--- src/rtl/icache_line_filler_pkg.sv ---
// Shared types and helpers for the instruction-cache line filler.
// Cache geometry: 32 lines x 16 bytes, 9-bit RAM address.
package icache_line_filler_pkg;

  localparam int LINE_BYTES = 16;
  localparam int NUM_LINES  = 32;
  localparam int CACHE_AW   = 9;
  localparam int MAX_AW     = 32;

  typedef enum logic [1:0] {
    IDLE,
    FILL,
    FINISH
  } state_e;

  // Callers truncate the result to their address width, giving mod-2^W wrap.
  function automatic logic [MAX_AW-1:0] line_addr(
    input logic [MAX_AW-1:0] cbr,
    input logic [4:0]        line
  );
    return (cbr & ~MAX_AW'(4'hF)) + (MAX_AW'(line) << 4);
  endfunction

endpackage

--- src/rtl/icache_line_filler.sv ---
// Instruction-cache fill engine: fetches a 16-byte line into cache RAM
// on a miss and owns the per-line valid bits.
module icache_line_filler
  import icache_line_filler_pkg::*;
#(
  parameter int ADDR_W = 12
) (
  input  logic                 clk,
  input  logic                 rst,
  input  logic                 req_valid,
  output logic                 req_ready,
  input  logic [4:0]           req_line,
  input  logic [ADDR_W-1:0]    cbr,
  input  logic                 flush,
  output logic [NUM_LINES-1:0] line_valid,
  output logic                 done,
  output logic                 mem_req,
  output logic [ADDR_W-1:0]    mem_addr,
  input  logic                 mem_ack,
  input  logic [7:0]           mem_data,
  output logic                 cache_we,
  output logic [CACHE_AW-1:0]  cache_waddr,
  output logic [7:0]           cache_wdata
);

  localparam logic [3:0] LAST = 4'(LINE_BYTES - 1);

  state_e                state_q, state_d;
  logic [4:0]            line_q, line_d;
  logic [ADDR_W-1:0]     base_q, base_d;
  logic [3:0]            cnt_q, cnt_d;
  logic [NUM_LINES-1:0]  valid_q, valid_d;
  logic                  done_q, done_d;
  logic                  mem_req_q, mem_req_d;
  logic [ADDR_W-1:0]     mem_addr_q, mem_addr_d;
  logic                  we_q, we_d;
  logic [CACHE_AW-1:0]   waddr_q, waddr_d;
  logic [7:0]            wdata_q, wdata_d;
  logic [3:0]            nxt_cnt;

  always_comb begin
    state_d    = state_q;
    line_d     = line_q;
    base_d     = base_q;
    cnt_d      = cnt_q;
    valid_d    = valid_q;
    done_d     = 1'b0;
    mem_req_d  = 1'b0;
    mem_addr_d = mem_addr_q;
    we_d       = 1'b0;
    waddr_d    = waddr_q;
    wdata_d    = wdata_q;
    nxt_cnt    = cnt_q + 4'd1;
    // Flush outranks everything, including an ack or request this cycle.
    if (flush) begin
      state_d = IDLE;
      valid_d = '0;
    end else begin
      case (state_q)
        IDLE: begin
          if (req_valid) begin
            if (valid_q[req_line]) begin
              done_d = 1'b1;
            end else begin
              line_d     = req_line;
              base_d     = ADDR_W'(line_addr(MAX_AW'(cbr), req_line));
              cnt_d      = 4'd0;
              mem_addr_d = base_d;
              mem_req_d  = 1'b1;
              state_d    = FILL;
            end
          end
        end
        FILL: begin
          mem_req_d = 1'b1;
          if (mem_ack) begin
            we_d       = 1'b1;
            waddr_d    = {line_q, cnt_q};
            wdata_d    = mem_data;
            cnt_d      = nxt_cnt;
            mem_addr_d = base_q + ADDR_W'(nxt_cnt);
            if (cnt_q == LAST) begin
              mem_req_d       = 1'b0;
              done_d          = 1'b1;
              valid_d[line_q] = 1'b1;
              state_d         = FINISH;
            end
          end
        end
        FINISH:  state_d = IDLE;
        default: state_d = IDLE;
      endcase
    end
  end

  always_ff @(posedge clk or posedge rst) begin
    if (rst) begin
      state_q    <= IDLE;
      line_q     <= '0;
      base_q     <= '0;
      cnt_q      <= '0;
      valid_q    <= '0;
      done_q     <= 1'b0;
      mem_req_q  <= 1'b0;
      mem_addr_q <= '0;
      we_q       <= 1'b0;
      waddr_q    <= '0;
      wdata_q    <= '0;
    end else begin
      state_q    <= state_d;
      line_q     <= line_d;
      base_q     <= base_d;
      cnt_q      <= cnt_d;
      valid_q    <= valid_d;
      done_q     <= done_d;
      mem_req_q  <= mem_req_d;
      mem_addr_q <= mem_addr_d;
      we_q       <= we_d;
      waddr_q    <= waddr_d;
      wdata_q    <= wdata_d;
    end
  end

  assign req_ready   = (state_q == IDLE);
  assign line_valid  = valid_q;
  assign done        = done_q;
  assign mem_req     = mem_req_q;
  assign mem_addr    = mem_addr_q;
  assign cache_we    = we_q;
  assign cache_waddr = waddr_q;
  assign cache_wdata = wdata_q;

endmodule
--- config.mk ---
export PLATFORM = sky130hd
export DESIGN_NAME = icache_line_filler
export DESIGN_NICKNAME = d
export VERILOG_FILES = /design/src/rtl/icache_line_filler_pkg.sv /design/src/rtl/icache_line_filler.sv
export SDC_FILE = /design/constraint.sdc
export NUM_CORES = 1
export LEC_CHECK = 0
export CELL_PAD_IN_SITES_DETAIL_PLACEMENT = 0
export CELL_PAD_IN_SITES_GLOBAL_PLACEMENT = 1
export CORE_UTILIZATION = 35
export CTS_BUF_LIST = sky130_fd_sc_hd__clkbuf_8
export CTS_CLUSTER_DIAMETER = 100
export DETAILED_ROUTE_END_ITERATION = 6
export GPL_TIMING_DRIVEN = 0
export PLACE_DENSITY_LB_ADDON = 0.08
export SETUP_SLACK_MARGIN = 0.5
export SLEW_MARGIN = 25
export SYNTH_ARGS = -nofsm -noshare
export SYNTH_HDL_FRONTEND = slang
export SYNTH_SLANG_ARGS = --single-unit
export TNS_END_PERCENT = 1
--- constraint.sdc ---
create_clock -name clk -period 3.9 [get_ports clk]
set_input_delay 1.17 -clock clk [delete_from_list [all_inputs] [get_ports clk]]
set_output_delay 1.17 -clock clk [all_outputs]
set_load 0.02 [all_outputs]
# After elaboration in Yosys (flattened, before gate mapping)
# Index checks and enable logic that the tools add are counted.
# word_totals
reg_bits	87
in_bits	30
output_inout_bits	65
elab_cells	77
# op_classes
addsub	3
n_lt_le_gt_ge	3
n_eq_ne	9
n_mux	37
bitwise	3
reduce_logical	11
# op_table
operator	n
two-way mux 32 bit	4
two-way mux 12 bit	3
OR 32 bit	1
case mux 12 bit (2 select lines)	1
two-way mux 1 bit	15
adder 12 x 4 -> 12 bit	1
adder 12 x 9 -> 12 bit	1
< comparator 5 x 6 -> 1 bit, second input constant	2
two-way mux 4 bit	3
two-way mux 2 bit	5
!= test 3 bit, second input constant	3
case mux 4 bit (2 select lines)	1
AND reduction 4 bit	2
nonzero test 2 bit	4
!= test 2 bit, second input constant	3
AND reduction 3 bit	2
binary-select mux 1 bit (select 5 bit)	1
demux 1 bit (select 5 bit)	1
>= comparator 5 x 1 -> 1 bit, second input constant	1
AND reduction 5 bit	1
adder 4 x 1 -> 4 bit, second input constant	1
== test 4 bit, second input constant	1
case mux 1 bit (2 select lines)	2
case mux 2 bit (2 select lines)	1
other kinds (5)	6

# Longest topological paths before layout
# logic_depth
ltp_word	9
mapped_depth	11
ltp_nobuf	10

# Worst setup path before layout
# OpenSTA, ideal clock, no wires.
# synth_timing
path_kind	in2reg
from	input port req_line[0]
to	register base_q[4]
setup_ns	0.125
arrival_time_ns	2.904
required_ns	3.775
path_slack_ns	0.871
cell_stages	11
path_buffers	4
path_cell_list	buf_6 > buf_8 > mux2i_1 > a22oi_1 > nand3_1 > nand2_1 > a311oi_1 > and4b_1 > buf_4 > buf_12 > mux2_2
# synth_between
elab_chain_cells	4
word_cells_on_any_way	5
classes_between	1 x add/sub; 2 x mux; 1 x bitwise; 1 x reduce/logical
# synth_rtl
item	line	rtl
start: declaration	icache_line_filler.sv:12	input logic [4:0] req_line,
binary-select mux 1 bit (select 5 bit)	icache_line_filler.sv:62	if (valid_q[req_line]) begin
two-way mux 1 bit (not written as such)	icache_line_filler.sv:62	
inverter 1 bit (no line)	-	
AND reduction 4 bit (no line)	-	
end signal: assignment	icache_line_filler.sv:112	base_q <= base_d;
end: declaration	icache_line_filler.sv:30	logic [ADDR_W-1:0] base_q, base_d;
# Parallel ways exist; a longest one is shown, timed or not. The select of a mux whose other input is x is not followed.
# A chain may end at the register's enable or synchronous reset.

# Final worst setup path
# layout_timing
from	input port req_line[1]
to	register base_q[7]
# Same word-level chain as after synthesis.

==> run_results.csv <==
group,metric,value,unit
critical_path,endpoint_kind,"flop",
run,drv_cap,0,
placement,dp_cells,555,
layout,ff_latch_area,1980,um^2
layout,fin_area,5150,um^2
clocking,tritoncts,"built",
synth,syn_nets,365,
power_and_ir_drop,power_leakage,0.00223,uW
routing,highest_layer,"met4",
routing,drc,0,
critical_path,crit_chain,"clkdlybuf4s50_1 > nor2b_1 > nand2_1 > nand3_1 > nand2_1 > a311oi_4 > and4b_1 > buf_6 > buf_12 > mux2_2",
power_and_ir_drop,power,2680,uW
synth,ys_ff_latch,79,
layout,antenna_cells,0,
timing,tightest_slew,658,ps
critical_path,path_delay_family,"simple AND/OR/NAND/NOR gates",
clocking,clk_pin_slew,80,ps
synth,synth_cells,328,
routing,routed_wl,9.56,mm
synth,yosysSeqAreaShare,53.7,%
synth,synth.avg_cell_area,11.2,um^2
layout,final_nets,475,
run_status,status,"finished, final reports clean",
critical_path,slowest_delay,590,ps
timing,fmax,299,MHz
clocking,h-tree-depth,3,
min_path,holdPathEnd,"cache_waddr[3]",
timing,rsz0062_at_grt,"yes",
critical_path,slowest_stage,"clkdlybuf4s50_1",
die,die_area,10900,um^2
timing,skew,12.2,ps
min_path,hold_class,"reg2reg",
grt,grt_util_all_layers,18.4,%
timing,setup_viol,0,
critical_path,start_kind,"input port",
grt,grt_pass1_wl,15.5,mm
die,die_h,105,um
critical_path,crit_type,"in2reg",
power_and_ir_drop,p_per_area,520,nW/um^2
placement,hpwl,6.60,mm
routing,wl_met3,298,um
min_path,min-delay-start,"cache_waddr[3]",
clocking,cts_root_buf,"clkbuf_8",
critical_path,required,4130,ps
grt,antenna_found_initial,0,
routing,wl_met1,4.34,mm
critical_path,r2r_cells,6,
synth,synth_area,3680,um^2
critical_path,r2r_start,"state_q[0]",
timing,slew_violations,0,
placement,gp_congestion,0.753,
timing,slew_headroom,55.9,%
grt,grt_max_degree,41,
clocking,clk_latency,350,ps
critical_path,crit_path_max_fanout,10,
clocking,numCtsBuffers,9,
timing,timing_hold_violations_final,0,
grt,overflow,0,
timing,fin_crit,3340,ps
die,fp.dieW,105,um
clocking,cts_sinks,79,
die,start_util,35.9,%
placement,dpl_cell_area,4790,um^2
critical_path,r2r_end,"line_valid[29]",
critical_path,critPathMostFrequentCell,"nand2_1",
routing,first_iter_violations,100,
placement,portBuffers,90,
die,rows,37,
critical_path,cp.arrival,3580,ps
routing,dr.pass1.iters,4,
critical_path,critPathBufInv,3,
critical_path,rrSetupSlack,1620,ps
min_path,whs_path_depth,1,
power_and_ir_drop,irDropWorstVdd,0.339,mV
synth,yosys.cell_types.count,42,
routing,via_count,2897,
layout,final_util,50.1,%
routing,ant_nets,0,
layout,syn_to_final_growth,39.8,%
routing,via_per_inst,5.00,
timing,post-route-period-util,85.7,%
grt,grt_pass1_vias,2960,
synth,yosysWarnings,0,
clocking,cts.path.max_buffers,2,
layout,multiInputGateArea,1640,um^2
layout,stdcell_count,579,
layout,drive_gt1_share,18.1,%
die,coreArea,10300,um^2
layout,fillers,949,
routing,post_drt_wl_per_cell,16.5,um
die,pin_count,95,
routing,wl_met2,4.85,mm
timing,whs,511,ps
-- how the worst max path moves through the flow --
| stage | startpoint | to | slack (ps) | cells past startpoint |
|---|---|---|---|---|
| after global placement | rst | cache_wdata[5] | -760 | 2 |
| final | req_line[1] | base_q[7] | 560 | 10 |
| after floorplan | rst | base_q[10] | 710 | 1 |
| after global routing | req_line[1] | base_q[4] | 440 | 10 |
| after CTS | req_line[1] | mem_addr[5] | 460 | 9 |
| after detailed placement | req_line[0] | base_q[7] | -180 | 10 |
-- routing by layer --
metal	vias up	GRT usage (%)
met2	70	30.7
met1	1446	24.5
met5	-	0
li1	1376	-
met3	5	4.18
met4	0	3.92
-- layout by cell type, fill, tap and decap left out, types with 4 or more instances in the layout --
| master | instances |
|---|---|
| nor3_2 | 4 |
| buf_4 | 7 |
| buf_12 | 4 |
| ha_1 | 6 |
| nand2b_1 | 4 |
| o21ai_0 | 4 |
| inv_1 | 9 |
| nor3b_1 | 4 |
| o21a_1 | 4 |
| clkdlybuf4s50_1 | 89 |
| nor3_1 | 4 |
| mux2i_1 | 20 |
| clkbuf_1 | 9 |
| a21oi_1 | 32 |
| buf_6 | 4 |
| nor2_1 | 40 |
| clkbuf_8 | 11 |
| a211oi_1 | 4 |
| a31oi_1 | 4 |
| mux2_2 | 37 |
| nand2_1 | 21 |
| a22oi_1 | 4 |
| dfrtp_1 | 79 |
-- area by class of cell --
class	count	share of cell area (%)
clock inverter	5	1.12
timing repair buffer	99	19.4
sequential	79	38.4
buffer	16	2.31
inverter	9	0.705
clock buffer	11	2.94
tap	136	3.30
multi-input combinational	224	31.8
-- sequential cells by signal, summed over array words and instances (netlist names), 2 cells and up --
signal / cells
state_q: 2
line_valid: 32
cnt_q: 3
mem_addr: 9
cache_waddr: 9
line_q: 5
cache_wdata: 8
base_q: 8
-- per-stage QoR --
stage | setup slack (ps) | TNS [ps]
2_1_floorplan | 707 | 0
3_3_place_gp | -764 | -60920
3_5_place_dp | -176 | -929
4_1_cts | 459 | 0
5_1_grt | 444 | 0
6_report | 559 | 0
-- cells in the mapped netlist --
cell type / n / share of area (%)
and4b_1: 1 / 0.27
a22oi_1: 4 / 0.81
nand2_1: 21 / 2.1
nand3_1: 3 / 0.41
a31oi_1: 4 / 0.68
nor3b_1: 4 / 0.81
o211ai_1: 1 / 0.20
nor2b_1: 3 / 0.51
ha_1: 6 / 2.0
fa_1: 1 / 0.54
a311oi_1: 1 / 0.24
or2_2: 2 / 0.34
xor2_1: 1 / 0.24
nand2b_1: 4 / 0.68
buf_4: 3 / 0.61
buf_8: 1 / 0.41
buf_6: 1 / 0.31
nor4_1: 1 / 0.17
and3b_1: 2 / 0.48
o2bb2ai_1: 1 / 0.24
o21ai_0: 4 / 0.54
nor3_1: 8 / 1.1
xnor2_1: 3 / 0.71
nor2_1: 40 / 4.1
buf_1: 1 / 0.10
a22o_1: 2 / 0.48
and4_1: 1 / 0.24
buf_12: 1 / 0.54
a211oi_1: 4 / 0.81
and2b_1: 1 / 0.20
mux2_2: 37 / 11
o31ai_1: 1 / 0.20
inv_1: 9 / 0.92
a21oi_1: 33 / 4.5
o21a_1: 4 / 0.81
clkbuf_1: 9 / 0.92
a211o_1: 1 / 0.24
dfrtp_1: 79 / 54
a21o_1: 1 / 0.20
mux2i_1: 22 / 6.0
and2_2: 1 / 0.20
and3_1: 1 / 0.17
-- kinds of logic after synthesis --
logic type,Yosys count,share of synthesized area [%]
simple gates,93,11.8
flops,79,53.7
compound gates,61,9.95
mux,59,17.3
buf+inv,25,3.80
fa+ha+maj,7,2.58
xor+xnor,4,0.951
-- report_power, final --
group	switching (uW)	internal (uW)
Combinational	448	475
Clock	307	330
Sequential	116	1000
Total	870	1810
-- what timing repair did --
action / in CTS / in global routing
buffers inserted: 1 / 7
hold buffers: 0 / 0
setup endpoints to repair: 22 / 15
gates resized for setup: 3 / 11
pin swaps: 1 / 2
(Power assumes the default switching activity.)
